[src/rtl/alu_pkg.sv]
// Shared ALU definitions: flag bit positions, widths and the packed
// FIFO entry layout {flags, result} used downstream of the 8-bit ALU.
package alu_pkg;

   localparam int ALU_DATA_W  = 8;
   localparam int ALU_FLAGS_W = 4;

   // Flag bit positions inside the 4-bit flag vector.
   localparam int FLAG_C = 0;
   localparam int FLAG_Z = 1;
   localparam int FLAG_V = 2;
   localparam int FLAG_N = 3;

   // One stored ALU result: flags in the upper nibble, result below.
   typedef struct packed {
      logic [ALU_FLAGS_W-1:0] flags;
      logic [ALU_DATA_W-1:0]  result;
   } alu_entry_t;

endpackage

[src/rtl/alu_result_fifo_if.sv]
// Handshake bundle around the ALU result FIFO.
// Both sides use valid/ready: a transfer happens on a rising clock edge
// where valid and ready are both high; valid and its data stay stable
// until that edge, and ready never depends combinationally on valid.
// slave  : the FIFO (accepts in_*, presents out_*).
// master : the environment (ALU producer plus consumer).
interface alu_result_fifo_if
   import alu_pkg::*;
#(
   parameter int DATA_W = ALU_DATA_W
);
   logic                   in_valid;
   logic                   in_ready;
   logic [DATA_W-1:0]      in_result;
   logic [ALU_FLAGS_W-1:0] in_flags;
   logic                   out_valid;
   logic                   out_ready;
   logic [DATA_W-1:0]      out_result;
   logic [ALU_FLAGS_W-1:0] out_flags;

   modport slave (
      input  in_valid, in_result, in_flags, out_ready,
      output in_ready, out_valid, out_result, out_flags
   );

   modport master (
      output in_valid, in_result, in_flags, out_ready,
      input  in_ready, out_valid, out_result, out_flags
   );
endinterface

[src/rtl/alu_sat_counter.sv]
// 16-bit event counter that stops at all-ones instead of wrapping.
module alu_sat_counter (
   input  logic        clk,
   input  logic        rst,
   input  logic        en,
   output logic [15:0] value
);

   // Count enabled cycles, holding at 16'hFFFF once reached.
   always_ff @(posedge clk or posedge rst) begin
      if (rst) begin
         value <= '0;
      end else if (en && (value != 16'hFFFF)) begin
         value <= value + 16'd1;
      end
   end

endmodule

[src/rtl/alu_result_fifo.sv]
// Small synchronous FIFO capturing ALU results with their flags, plus a
// sticky register ORing all accepted flags since reset or clear.
// Optional build macro ALU_RESULT_FIFO_STATS_EN adds saturating push and
// stall counters (push_cnt, stall_cnt).
module alu_result_fifo
   import alu_pkg::*;
#(
   parameter int DATA_W = ALU_DATA_W,
   parameter int DEPTH  = 4,
   parameter int CNT_W  = $clog2(DEPTH) + 1
) (
   input  logic                   clk,
   input  logic                   rst,
   alu_result_fifo_if.slave       bus,
   output logic [CNT_W-1:0]       count,
   output logic [ALU_FLAGS_W-1:0] sticky_flags,
   input  logic                   sticky_clr
`ifdef ALU_RESULT_FIFO_STATS_EN
   ,
   output logic [15:0]            push_cnt,
   output logic [15:0]            stall_cnt
`endif
);

   localparam int PTR_W = $clog2(DEPTH);
   localparam int ENT_W = ALU_FLAGS_W + DATA_W;
   localparam logic [CNT_W-1:0] FULL_CNT = CNT_W'(DEPTH);

   logic [ENT_W-1:0] mem [DEPTH];
   logic [PTR_W-1:0] wr_ptr;
   logic [PTR_W-1:0] rd_ptr;
   logic             push;
   logic             pop;
   logic [ENT_W-1:0] head;

   // Ready and valid come only from the registered count, so a full FIFO
   // refuses a push even when the consumer pops in the same cycle.
   always_comb begin
      bus.in_ready  = (count != FULL_CNT);
      bus.out_valid = (count != '0);
      push          = bus.in_valid && bus.in_ready;
      pop           = bus.out_valid && bus.out_ready;
      head          = mem[rd_ptr];
      bus.out_result = '0;
      bus.out_flags  = '0;
      if (bus.out_valid) begin
         bus.out_result = head[DATA_W-1:0];
         bus.out_flags  = head[ENT_W-1:DATA_W];
      end
   end

   // Entry storage; deliberately not reset, only written on push.
   always_ff @(posedge clk) begin
      if (push) begin
         mem[wr_ptr] <= {bus.in_flags, bus.in_result};
      end
   end

   // Pointers wrap naturally since DEPTH is a power of two.
   always_ff @(posedge clk or posedge rst) begin
      if (rst) begin
         wr_ptr <= '0;
         rd_ptr <= '0;
         count  <= '0;
      end else begin
         if (push) wr_ptr <= wr_ptr + 1'b1;
         if (pop)  rd_ptr <= rd_ptr + 1'b1;
         if (push && !pop)      count <= count + 1'b1;
         else if (pop && !push) count <= count - 1'b1;
      end
   end

   // Sticky flags: clear first, then OR in the flags being pushed.
   always_ff @(posedge clk or posedge rst) begin
      if (rst) begin
         sticky_flags <= '0;
      end else begin
         sticky_flags <= (sticky_clr ? '0 : sticky_flags) |
                         (push ? bus.in_flags : '0);
      end
   end

`ifdef ALU_RESULT_FIFO_STATS_EN
   logic stall;
   assign stall = bus.in_valid && !bus.in_ready;

   alu_sat_counter u_push_cnt (
      .clk   (clk),
      .rst   (rst),
      .en    (push),
      .value (push_cnt)
   );

   alu_sat_counter u_stall_cnt (
      .clk   (clk),
      .rst   (rst),
      .en    (stall),
      .value (stall_cnt)
   );
`endif

endmodule

[src/flat_wrapper.sv]
// flat-port wrapper written by rule: the top's interface ports become plain ports
module alu_result_fifo_flat import alu_pkg::*;
#(
   parameter int DATA_W = ALU_DATA_W,
   parameter int DEPTH  = 4,
   parameter int CNT_W  = $clog2(DEPTH) + 1
)
  (clk, rst, count, sticky_flags, sticky_clr, bus_in_valid, bus_in_result, bus_in_flags, bus_out_ready, bus_in_ready, bus_out_valid, bus_out_result, bus_out_flags);
  alu_result_fifo_if #(.DATA_W(DATA_W)) bus_i ();
  input  logic clk;
  input  logic rst;
  output logic [CNT_W-1:0] count;
  output logic [ALU_FLAGS_W-1:0] sticky_flags;
  input  logic sticky_clr;
  input wire logic [$bits(bus_i.in_valid)-1:0] bus_in_valid;
  input wire logic [$bits(bus_i.in_result)-1:0] bus_in_result;
  input wire logic [$bits(bus_i.in_flags)-1:0] bus_in_flags;
  input wire logic [$bits(bus_i.out_ready)-1:0] bus_out_ready;
  output wire logic [$bits(bus_i.in_ready)-1:0] bus_in_ready;
  output wire logic [$bits(bus_i.out_valid)-1:0] bus_out_valid;
  output wire logic [$bits(bus_i.out_result)-1:0] bus_out_result;
  output wire logic [$bits(bus_i.out_flags)-1:0] bus_out_flags;
  assign bus_i.in_valid = bus_in_valid;
  assign bus_i.in_result = bus_in_result;
  assign bus_i.in_flags = bus_in_flags;
  assign bus_i.out_ready = bus_out_ready;
  assign bus_in_ready = bus_i.in_ready;
  assign bus_out_valid = bus_i.out_valid;
  assign bus_out_result = bus_i.out_result;
  assign bus_out_flags = bus_i.out_flags;
  alu_result_fifo #(.DATA_W(DATA_W), .DEPTH(DEPTH), .CNT_W(CNT_W)) u_core (.clk(clk), .rst(rst), .bus(bus_i), .count(count), .sticky_flags(sticky_flags), .sticky_clr(sticky_clr));
endmodule
[config.mk]
export PLATFORM = sky130hd
export DESIGN_NAME = alu_result_fifo_flat
export DESIGN_NICKNAME = d
export VERILOG_FILES = /design/src/rtl/alu_pkg.sv /design/src/rtl/alu_result_fifo_if.sv /design/src/rtl/alu_sat_counter.sv /design/src/rtl/alu_result_fifo.sv /design/src/flat_wrapper.sv
export SDC_FILE = /design/constraint.sdc
export NUM_CORES = 1
export LEC_CHECK = 0
export CAP_MARGIN = 15
export CORE_MARGIN = 3
export CORE_UTILIZATION = 52
export CTS_CLUSTER_SIZE = 12
export DETAILED_ROUTE_END_ITERATION = 10
export GPL_TIMING_DRIVEN = 0
export PLACE_DENSITY = 0.78
export RECOVER_POWER = 25
export SYNTH_ARGS = -nofsm -noshare
export SYNTH_HDL_FRONTEND = slang
export SYNTH_SLANG_ARGS = --single-unit
[constraint.sdc]
create_clock -name clk -period 2.5 [get_ports clk]
set_input_delay 0.5 -clock clk [delete_from_list [all_inputs] [get_ports clk]]
set_output_delay 0.5 -clock clk [all_outputs]
set_load 0.05 [all_outputs]
**Yosys cells after proc, flatten, opt, wreduce, memory -nomap -nowiden**

Memories as Yosys holds them, arrays and structs flattened.
Index checks and enable logic that the tools add are counted.
W data, S select, Z words.

- Flip-flop bits (word level): 11
- Memory bits (writable): 48
- Input port bits: 17
- Output and inout bits: 21
- Word-level logic and storage cells: 27
- Memories: 1

- Add/sub/neg operators: 4
- Equal/unequal tests: 1
- Muxes and demuxes: 8
- Bitwise operators: 1
- Reduce and logical (&&, ||, !) cells: 8

Memory list:

| memory | words | width | read ports | clocked after memory_dff | write ports | RTL line | text |
|---|---|---|---|---|---|---|---|
| u_core.mem | 4 | 12 | 1 | 0 | 1 | alu_result_fifo.sv:29 | `logic [ENT_W-1:0] mem [DEPTH];` |

Operator list:

| cell | number |
|---|---|
| $mux W4 | 3 |
| $mux W8 | 1 |
| $mux W3 | 2 |
| $add A2 B1 Y2 const B | 2 |
| $logic_and A1 B1 Y1 | 4 |
| $or A4 B4 Y4 | 1 |
| $add A3 B1 Y3 const B | 1 |
| $ne A3 B3 Y1 const B | 1 |
| $reduce_bool A3 Y1 | 1 |
| $sub A3 B1 Y3 const B | 1 |
| $logic_not A1 Y1 | 2 |
| $mux W1 | 2 |
| $reduce_bool A2 Y1 | 1 |

**Longest topological paths before layout**

- Depth after elaboration: 6
- Depth in mapped cells: 9
- Depth with buffers taken out: 8

**Worst setup path before layout**

Ideal clock, no wire load.

- Kind: register to output
- Start: register u_core.count[0]
- End: output bus_out_flags[0]
- Arrival: 2.053 ns
- Data required time: 2.000 ns
- Slack: -0.053 ns
- Cell stages (with the launch flop): 4
- Buffers on the path: 1
- Cells stage by stage: dfrtp_1 > or3_1 > clkbuf_1 > and2_1

- Longest elaborated chain between the ends: 2

RTL lines:

| item | RTL line | text |
|---|---|---|
| start, declared | alu_result_fifo.sv:15 | `output logic [CNT_W-1:0] count,` |
| start signal, assigned | alu_result_fifo.sv:68 | `if (push && !pop) count <= count + 1'b1;` |
| start signal, assigned | alu_result_fifo.sv:69 | `else if (pop && !push) count <= count - 1'b1;` |
| $reduce_bool A3 Y1 | alu_result_fifo.sv:40 | `bus.out_valid = (count != '0);` |
| named net bus_out_valid | flat_wrapper.sv:20 | `output wire logic [$bits(bus_i.out_valid)-1:0] bus_out_valid;` |
| $mux W4 | alu_result_fifo.sv:46 | `if (bus.out_valid) begin` |
| end, declared | flat_wrapper.sv:22 | `output wire logic [$bits(bus_i.out_flags)-1:0] bus_out_flags;` |

The timed path passes the listed nets, and every way through them passes these cells.

**Worst setup path after layout**

- Start: register u_core.rd_ptr[0]
- End: output bus_out_flags[3]

- Longest elaborated chain between the ends: 2

RTL lines:

| item | RTL line | text |
|---|---|---|
| start, declared | alu_result_fifo.sv:31 | `logic [PTR_W-1:0] rd_ptr;` |
| start signal, assigned | alu_result_fifo.sv:67 | `if (pop) rd_ptr <= rd_ptr + 1'b1;` |
| $mem_v2 Z4 W12 | n/a |  |
| $mux W4 | alu_result_fifo.sv:46 |  |

No other way between the ends.

==> impl_results.html <==
<table>
<tr><th>Metric</th><th>Value</th></tr>
<tr><th colspan="2">Yosys</th></tr>
<tr><td>Xor and xnor fraction of the mapped netlist area</td><td>between 2 and 2.5%</td></tr>
<tr><td>Simple logic cell fraction of the synthesized area</td><td>5.28%</td></tr>
<tr><td>Cell count after synthesis</td><td>122</td></tr>
<tr><td>Yosys warnings</td><td>0</td></tr>
<tr><td>Top cell type by total area after synthesis</td><td>sky130_fd_sc_hd__edfxtp_1</td></tr>
<tr><td>Post-synthesis cell area</td><td>around 2400 um2</td></tr>
<tr><td>Compound-gate portion of the synthesized area</td><td>around 1.8%</td></tr>
<tr><td>Unique cell type count in the Yosys netlist</td><td>21</td></tr>
<tr><td>Multiplexer area fraction after synthesis</td><td>12.9%</td></tr>
<tr><td>Total of flip-flops plus latches after synthesis</td><td>59</td></tr>
<tr><td>Average footprint of a synthesized cell</td><td>19.6 um2</td></tr>
<tr><td>Part of the Yosys area used for sequential elements</td><td>71.8%</td></tr>
<tr><td>Largest family of logic cells by synthesized area</td><td>multiplexers</td></tr>
<tr><td>Synth top area share</td><td>60.3%</td></tr>
<tr><td>Ranking of synthesized cells by area</td><td>sky130_fd_sc_hd__edfxtp_1 60%, sky130_fd_sc_hd__dfrtp_1 12%, sky130_fd_sc_hd__mux4_2 7.5%</td></tr>
<tr><td>Synthesized-area fraction occupied by adder cells</td><td>3.45%</td></tr>
<tr><td>Mapped Nets</td><td>145</td></tr>
<tr><th colspan="2">Critical path</th></tr>
<tr><td>CP Class</td><td>reg -&gt; out</td></tr>
<tr><td>Crit path largest cell delay</td><td>540 ps</td></tr>
<tr><td>Max FO, Critical Path</td><td>5</td></tr>
<tr><td>Required time at the worst-slack endpoint</td><td>2000 ps</td></tr>
<tr><td>Data arrival at the endpoint of the critical path</td><td>1930 ps</td></tr>
<tr><td>Worst Setup End Kind</td><td>output pin</td></tr>
<tr><td>Setup slack of the most critical reg-to-reg path</td><td>270 ps</td></tr>
<tr><td>Series of cell instances along the critical path</td><td>buf_6 -&gt; mux4_1 -&gt; and2_1 -&gt; dlygate4sd2_1</td></tr>
<tr><td>CP startpoint kind</td><td>flip-flop</td></tr>
<tr><td>Slowest stage cell, crit path</td><td>sky130_fd_sc_hd__mux4_1</td></tr>
<tr><th colspan="2">Placed design</th></tr>
<tr><td>Count of buffers from port buffering</td><td>37</td></tr>
<tr><td>Cells after DPL</td><td>211</td></tr>
<tr><td>Final Wtd Congestion</td><td>0.711</td></tr>
<tr><td>Detailed-placement wirelength estimate</td><td>2.88 mm</td></tr>
<tr><td>Area after detailed placement</td><td>2830 um2</td></tr>
<tr><td>Setup WS pre-CTS</td><td>-169 ps</td></tr>
<tr><th colspan="2">Power</th></tr>
<tr><td>Leakage power of the design</td><td>1.11 nW</td></tr>
<tr><td>Power density cells</td><td>1370 nW/um2</td></tr>
<tr><td>Maximum vdd ir drop</td><td>approximately 0.86 mV</td></tr>
<tr><td>Total Power</td><td>4.07 mW</td></tr>
<tr><th colspan="2">Hold path</th></tr>
<tr><td>Worst Hold Class</td><td>reg -&gt; reg</td></tr>
<tr><th colspan="2">STA</th></tr>
<tr><td>Worst max-slew margin expressed relative to the limit</td><td>55.4%</td></tr>
<tr><td>Post-Route Skew</td><td>5.79 ps</td></tr>
<tr><td>Number of pins exceeding their max-slew limit in the final report</td><td>0</td></tr>
<tr><td>Worst Max-Slew Pin Slew</td><td>669 ps</td></tr>
<tr><td>Worst setup margin</td><td>~65 ps</td></tr>
<tr><td>Setup-violating endpoint count in the final report</td><td>0</td></tr>
<tr><td>RSZ-0062 raised after global routing</td><td>no</td></tr>
<tr><td>Summed negative setup slack over all endpoints</td><td>0 ps</td></tr>
<tr><td>Count of endpoints failing hold in the final timing report</td><td>0</td></tr>
<tr><td>Final critical-path required period</td><td>around 2400 ps</td></tr>
<tr><td>Achievable clock frequency</td><td>0.411 GHz</td></tr>
<tr><td>Fraction of the cycle the final worst path needs</td><td>97.4%</td></tr>
<tr><td>Worst hold margin</td><td>518 ps</td></tr>
<tr><th colspan="2">Floorplanning</th></tr>
<tr><td>Area of the core</td><td>4380 um2</td></tr>
<tr><td>Overall die width</td><td>73.8 um</td></tr>
<tr><td>Die outline height</td><td>73.8 um</td></tr>
<tr><td>Area enclosed by the die boundary</td><td>5450 um2</td></tr>
<tr><td># rows</td><td>24</td></tr>
<tr><td>I/O pin count</td><td>38</td></tr>
<tr><td>Starting density of the core</td><td>54.6%</td></tr>
<tr><th colspan="2">Route</th></tr>
<tr><td>Avg WL per Cell</td><td>about 18 um</td></tr>
<tr><td>Via density per instance</td><td>5.42</td></tr>
<tr><td>First-pass iteration count of the detailed router</td><td>4</td></tr>
<tr><td>Iter 0 DRT Violations</td><td>74</td></tr>
<tr><td>Antenna-violating nets left</td><td>0</td></tr>
<tr><td>Number of DRC violations after detailed routing</td><td>0</td></tr>
<tr><td>Total number of vias</td><td>1,230</td></tr>
<tr><td>Overall routed net length</td><td>4.05 mm</td></tr>
<tr><th colspan="2">Layout</th></tr>
<tr><td>Share of layout cells above drive strength 1</td><td>22.3%</td></tr>
<tr><td>Final layout net count</td><td>193</td></tr>
<tr><td>Most frequent standard cell in the layout excluding fill and tap cells</td><td>sky130_fd_sc_hd__edfxtp_1</td></tr>
<tr><td>Most frequent cells in the layout</td><td>48 x sky130_fd_sc_hd__edfxtp_1, 16 x sky130_fd_sc_hd__and2_1, 16 x sky130_fd_sc_hd__clkdlybuf4s50_1, 12 x sky130_fd_sc_hd__clkbuf_8, 11 x sky130_fd_sc_hd__dfrtp_1</td></tr>
<tr><td>Diode insertion count for antenna repair</td><td>0</td></tr>
<tr><td>Post-route non-filler standard cell count</td><td>227</td></tr>
<tr><td>Post-layout util</td><td>67.7%</td></tr>
<tr><td>Final design area excluding fillers</td><td>2970 um2</td></tr>
<tr><td>Layout area overhead</td><td>24.0%</td></tr>
<tr><th colspan="2">Clock network</th></tr>
<tr><td>Depth of the CTS H-tree</td><td>3</td></tr>
<tr><td>Sink count of the clock tree</td><td>59</td></tr>
<tr><td>Register clock-pin slew on the reported worst setup and hold paths</td><td>~60 ps</td></tr>
<tr><td>Total setup buffers inserted after CTS</td><td>0</td></tr>
<tr><td>Skew-Pair Late Insertion Delay</td><td>330 ps</td></tr>
<tr><td>CTS Root Cell</td><td>sky130_fd_sc_hd__clkbuf_8</td></tr>
<tr><td>Clock tree from TritonCTS</td><td>built</td></tr>
<tr><td>Total CTS buffers</td><td>9</td></tr>
<tr><td>Max clock buf depth</td><td>2</td></tr>
<tr><th colspan="2">Run</th></tr>
<tr><td># Max-Cap Violations</td><td>0</td></tr>
<tr><th colspan="2">Global route</th></tr>
<tr><td>Total grt overflow</td><td>0</td></tr>
<tr><td>Via count of the first global-routing pass</td><td>1,313</td></tr>
<tr><td>Number of antenna violations at the first check in global routing</td><td>0</td></tr>
<tr><td>Pin count of the biggest net entering global routing</td><td>13</td></tr>
<tr><td>Total global routing track utilization</td><td>between 10% and 20%</td></tr>
<tr><td>Global-route wire length before repair</td><td>6.31 mm</td></tr>
<tr><th colspan="2">Run status</th></tr>
<tr><td>Run status</td><td>finished, final reports clean</td></tr>
</table>
[synth_stat cells]
master                     instances
sky130_fd_sc_hd__buf_2             2
sky130_fd_sc_hd__and2_1           16
sky130_fd_sc_hd__ha_1              5
sky130_fd_sc_hd__inv_1             5
sky130_fd_sc_hd__mux4_2            8
sky130_fd_sc_hd__nand2_1           2
sky130_fd_sc_hd__xnor2_1           4
sky130_fd_sc_hd__buf_6             1
sky130_fd_sc_hd__dfrtp_1          11
sky130_fd_sc_hd__mux4_1            4
sky130_fd_sc_hd__clkbuf_1          1
sky130_fd_sc_hd__edfxtp_1         48
sky130_fd_sc_hd__fa_1              1
sky130_fd_sc_hd__nand3_1           1
sky130_fd_sc_hd__buf_12            1
sky130_fd_sc_hd__a22o_1            4
sky130_fd_sc_hd__a21boi_0          1
sky130_fd_sc_hd__nor2_1            2
sky130_fd_sc_hd__or3_1             1
sky130_fd_sc_hd__mux2_2            2
sky130_fd_sc_hd__xor2_1            2
[power breakdown]
group | total, mW | switching [mW] | internal, mW
clock | 0.766 | 0.328 | 0.438
sequential | 1.43 | 0.108 | 1.32
combinational | 1.88 | 1.21 | 0.671
total | 4.07 | 1.64 | 2.43
[sequential cells by signal, summed over array words and instances (netlist names)]
| name | flops |
|---|---|
| u_core.mem | 48 |
| u_core.sticky_flags | 4 |
| u_core.rd_ptr | 2 |
| u_core.wr_ptr | 2 |
| u_core.count | 3 |
[cell families after synthesis]
logic type / Yosys count
xor+xnor: 6
compound gates: 5
buf+inv: 10
fa+ha+maj: 6
mux: 14
flops: 59
simple gates: 22
[final cells by class]
class                           instances  area [um2]
Tap cell                               52        65.1
Fill cell                             287        1420
Clock buffer                           14         173
Inverter                                5        18.8
Multi-Input combinational cell         53         617
Buffer                                  5        46.3
Timing Repair Buffer                   37         320
Clock inverter                          2        10.0
Sequential cell                        59        1720
[metal layers]
metal / global-route usage (%) / vias up / part of all wire [%] / wire [um]
li1: - / 564 / - / -
met1: 18.1 / 618 / 39 / 1570
met2: 28.3 / 38 / 52 / 2130
met3: 6.43 / 10 / 5.7 / 230
met4: 9.86 / 0 / 3.0 / 122
met5: 0 / - / 0 / 0
[critical path, delay by kind of cell (launching register included)]
| kind | cells | cell delay, ps |
|---|---|---|
| flops | 1 | 340 |
| mux | 1 | 540 |
| buf+inv | 2 | 550 |
| simple gates | 1 | 180 |
[path summary, 6_finish.rpt]
| kind | start | to | cells after the start |
|---|---|---|---|
| max in group asynchronous | rst | u_core.rd_ptr[1] | 2 |
| max | u_core.rd_ptr[0] | bus_out_flags[3] | 4 |
| min reg2reg | u_core.sticky_flags[0] | u_core.sticky_flags[0] | 1 |
| min | u_core.sticky_flags[0] | u_core.sticky_flags[0] | 1 |
| max reg2reg | u_core.count[0] | u_core.count[2] | 9 |
| min in group asynchronous | rst | u_core.wr_ptr[0] | 2 |
[timing repair]
| action | CTS | global route |
|---|---|---|
| hold buffers | 0 | 0 |
| setup endpoints to repair | 13 | 8 |
| resized for setup | 33 | 15 |
(Power assumes the default switching activity.)
==> RTL change (same flow settings) <==
The package constant `ALU_FLAGS_W` goes from 4 to 5.
--- a/src/rtl/alu_pkg.sv
+++ b/src/rtl/alu_pkg.sv
@@ -5,3 +5,3 @@
    localparam int ALU_DATA_W  = 8;
-   localparam int ALU_FLAGS_W = 4;
+   localparam int ALU_FLAGS_W = 5;
 
Ports: changed (resized bus_in_flags, bus_out_flags and sticky_flags); port bits go from 38 to 41. No check against the original RTL was run, so the function may have changed too.
==> RTL change against the original RTL <==
  * Count of clock-buffer cells in the layout decreased by 1
  * Synthesized cell count grew 7.4%
  * Clock power is 14% higher
  * Setup slack gained 0.0078 ns
  * Sequential share of layout area increased by 0.15 points
  * Synthesized area rose by 7.9%
  * Final area increased by 8.2%
  * Register-to-register slack got worse by 0.04 ns
  * Total power increased by 8.9%
  * Sequential cell count is 5 higher
  * Routed wire length up 11%
  * Maximum frequency rose by 0.32%
==> RTL change: results (changes against the original RTL) <==
[placed_design]
dp_cells=238  ; +13%
gp_congestion=0.691  ; -2.9%
dp_slack_ns=-0.268  ; -0.0988 ns
dp_hpwl_um=3000  ; +3.9%
portBuffers=40  ; +8.1%
dpl_cell_area_mm2=0.00307  ; +8.4%

[power_and_ir_drop]
power_frac_comb_pct=45.5  ; -0.7 points
p_int_mw=2.65  ; +9.0%
p_leak_nw=1.19  ; +7.7%
switching_share_pct=40.3  ; -0.097 points
peakVddDrop_uv=751  ; -12%
seqPwrFrac_pct=34.7  ; -0.3 points

[global_route]
grt_pass1_wl_um=7470  ; +18%
grt_max_degree=14  ; +1
grt_use_total_pct=17.2  ; +0.24 points
grtUsageMet1_pct=21.1  ; +3.0 points
global_route.usage.met2_pct=29.0  ; +0.65 points
use_met3_pct=5.20  ; -1.2 points

[routing]
met3_length_um=175  ; -24%
met1_length_um=1920  ; +22%
wirelength_um=4510  ; +11%
wire_per_inst_um=17.8  ; -0.17%
drt-initial-drc-count=101  ; +36%
via_per_inst=5.22  ; -3.7%

[timing]
finClkSkew_ns=0.00914  ; +0.00335 ns
tightest_slew_ns=0.713  ; +0.0439 ns
fin_ws_ns=0.0729  ; +0.00779 ns
whs_ns=0.520  ; +0.00178 ns

[critical_path]
crit_start=u_core.rd_ptr[0]
r2r-start=u_core.count[1]
ff2ff_setup_slack_ns=0.23  ; -0.04 ns
path_max_fanout=6  ; +1
worst_r2r_path_depth=8  ; -1
endpoint=bus_out_result[0]

[finish]
area_growth_pct=24.3
fin_nets=205  ; +6.2%
largest_registers=u_core.mem x52, u_core.sticky_flags x5, u_core.count x3
largest_register_ffs=52  ; +8.3%
fillers=356  ; +24%
layout-drive-gt1-share_pct=22.0  ; -0.24 points

[synth]
syn_avg_cell_area_um2=19.7  ; +0.53%
synth_edf_count=52  ; +8.3%
synth_top_cells_by_count=52 x edfxtp_1, 17 x and2_1, 12 x dfrtp_1
ys_async_sr_fraction_pct=18.8  ; +0.11 points
yosysSeqAreaShare_pct=72.1  ; +0.34 points
mappedNetlistNets=155  ; +6.9%
synth.area.top_cells=edfxtp_1 60%, dfrtp_1 12%, mux4_2 7.0%

[status]
status=finished, final reports clean

[min_path]
min_to=u_core.sticky_flags[3]
hp-start=u_core.sticky_flags[3]

[clock_network]
numCtsBuffers=9  ; unchanged

## RTL change: area by class of cell
| type | instances | share of cell area [%] |
|---|---|---|
| buffer | 5 | 1.52 |
| clock buffer | 13 | 4.95 |
| clock inverter | 3 | 1.25 |
| inverter | 5 | 0.585 |
| multi-input combinational | 56 | 20.4 |
| sequential | 64 | 58.0 |
| tap | 67 | 2.61 |
| timing repair buffer | 40 | 10.7 |
## RTL change: cell families (layout without fill, tap and decap cells)
| family | Yosys count | in the layout | share of synthesized area [%] |
|---|---|---|---|
| adders and majority gates | 6 | 6 | 3.20 |
| and+or+nand+nor | 23 | 23 | 5.14 |
| buffers and inverters | 11 | 66 | 2.62 |
| xor gates and xnor gates | 6 | 6 | 2.03 |
| muxes | 15 | 15 | 12.9 |
| DFF | 64 | 64 | 72.1 |
| AOI/OAI and AO/OA | 6 | 6 | 1.99 |
## RTL change: timing repair
action	CTS	global route
setup endpoints to repair	14	15
hold buffers	0	0
gates resized for setup	48	10
pin swaps	0	0
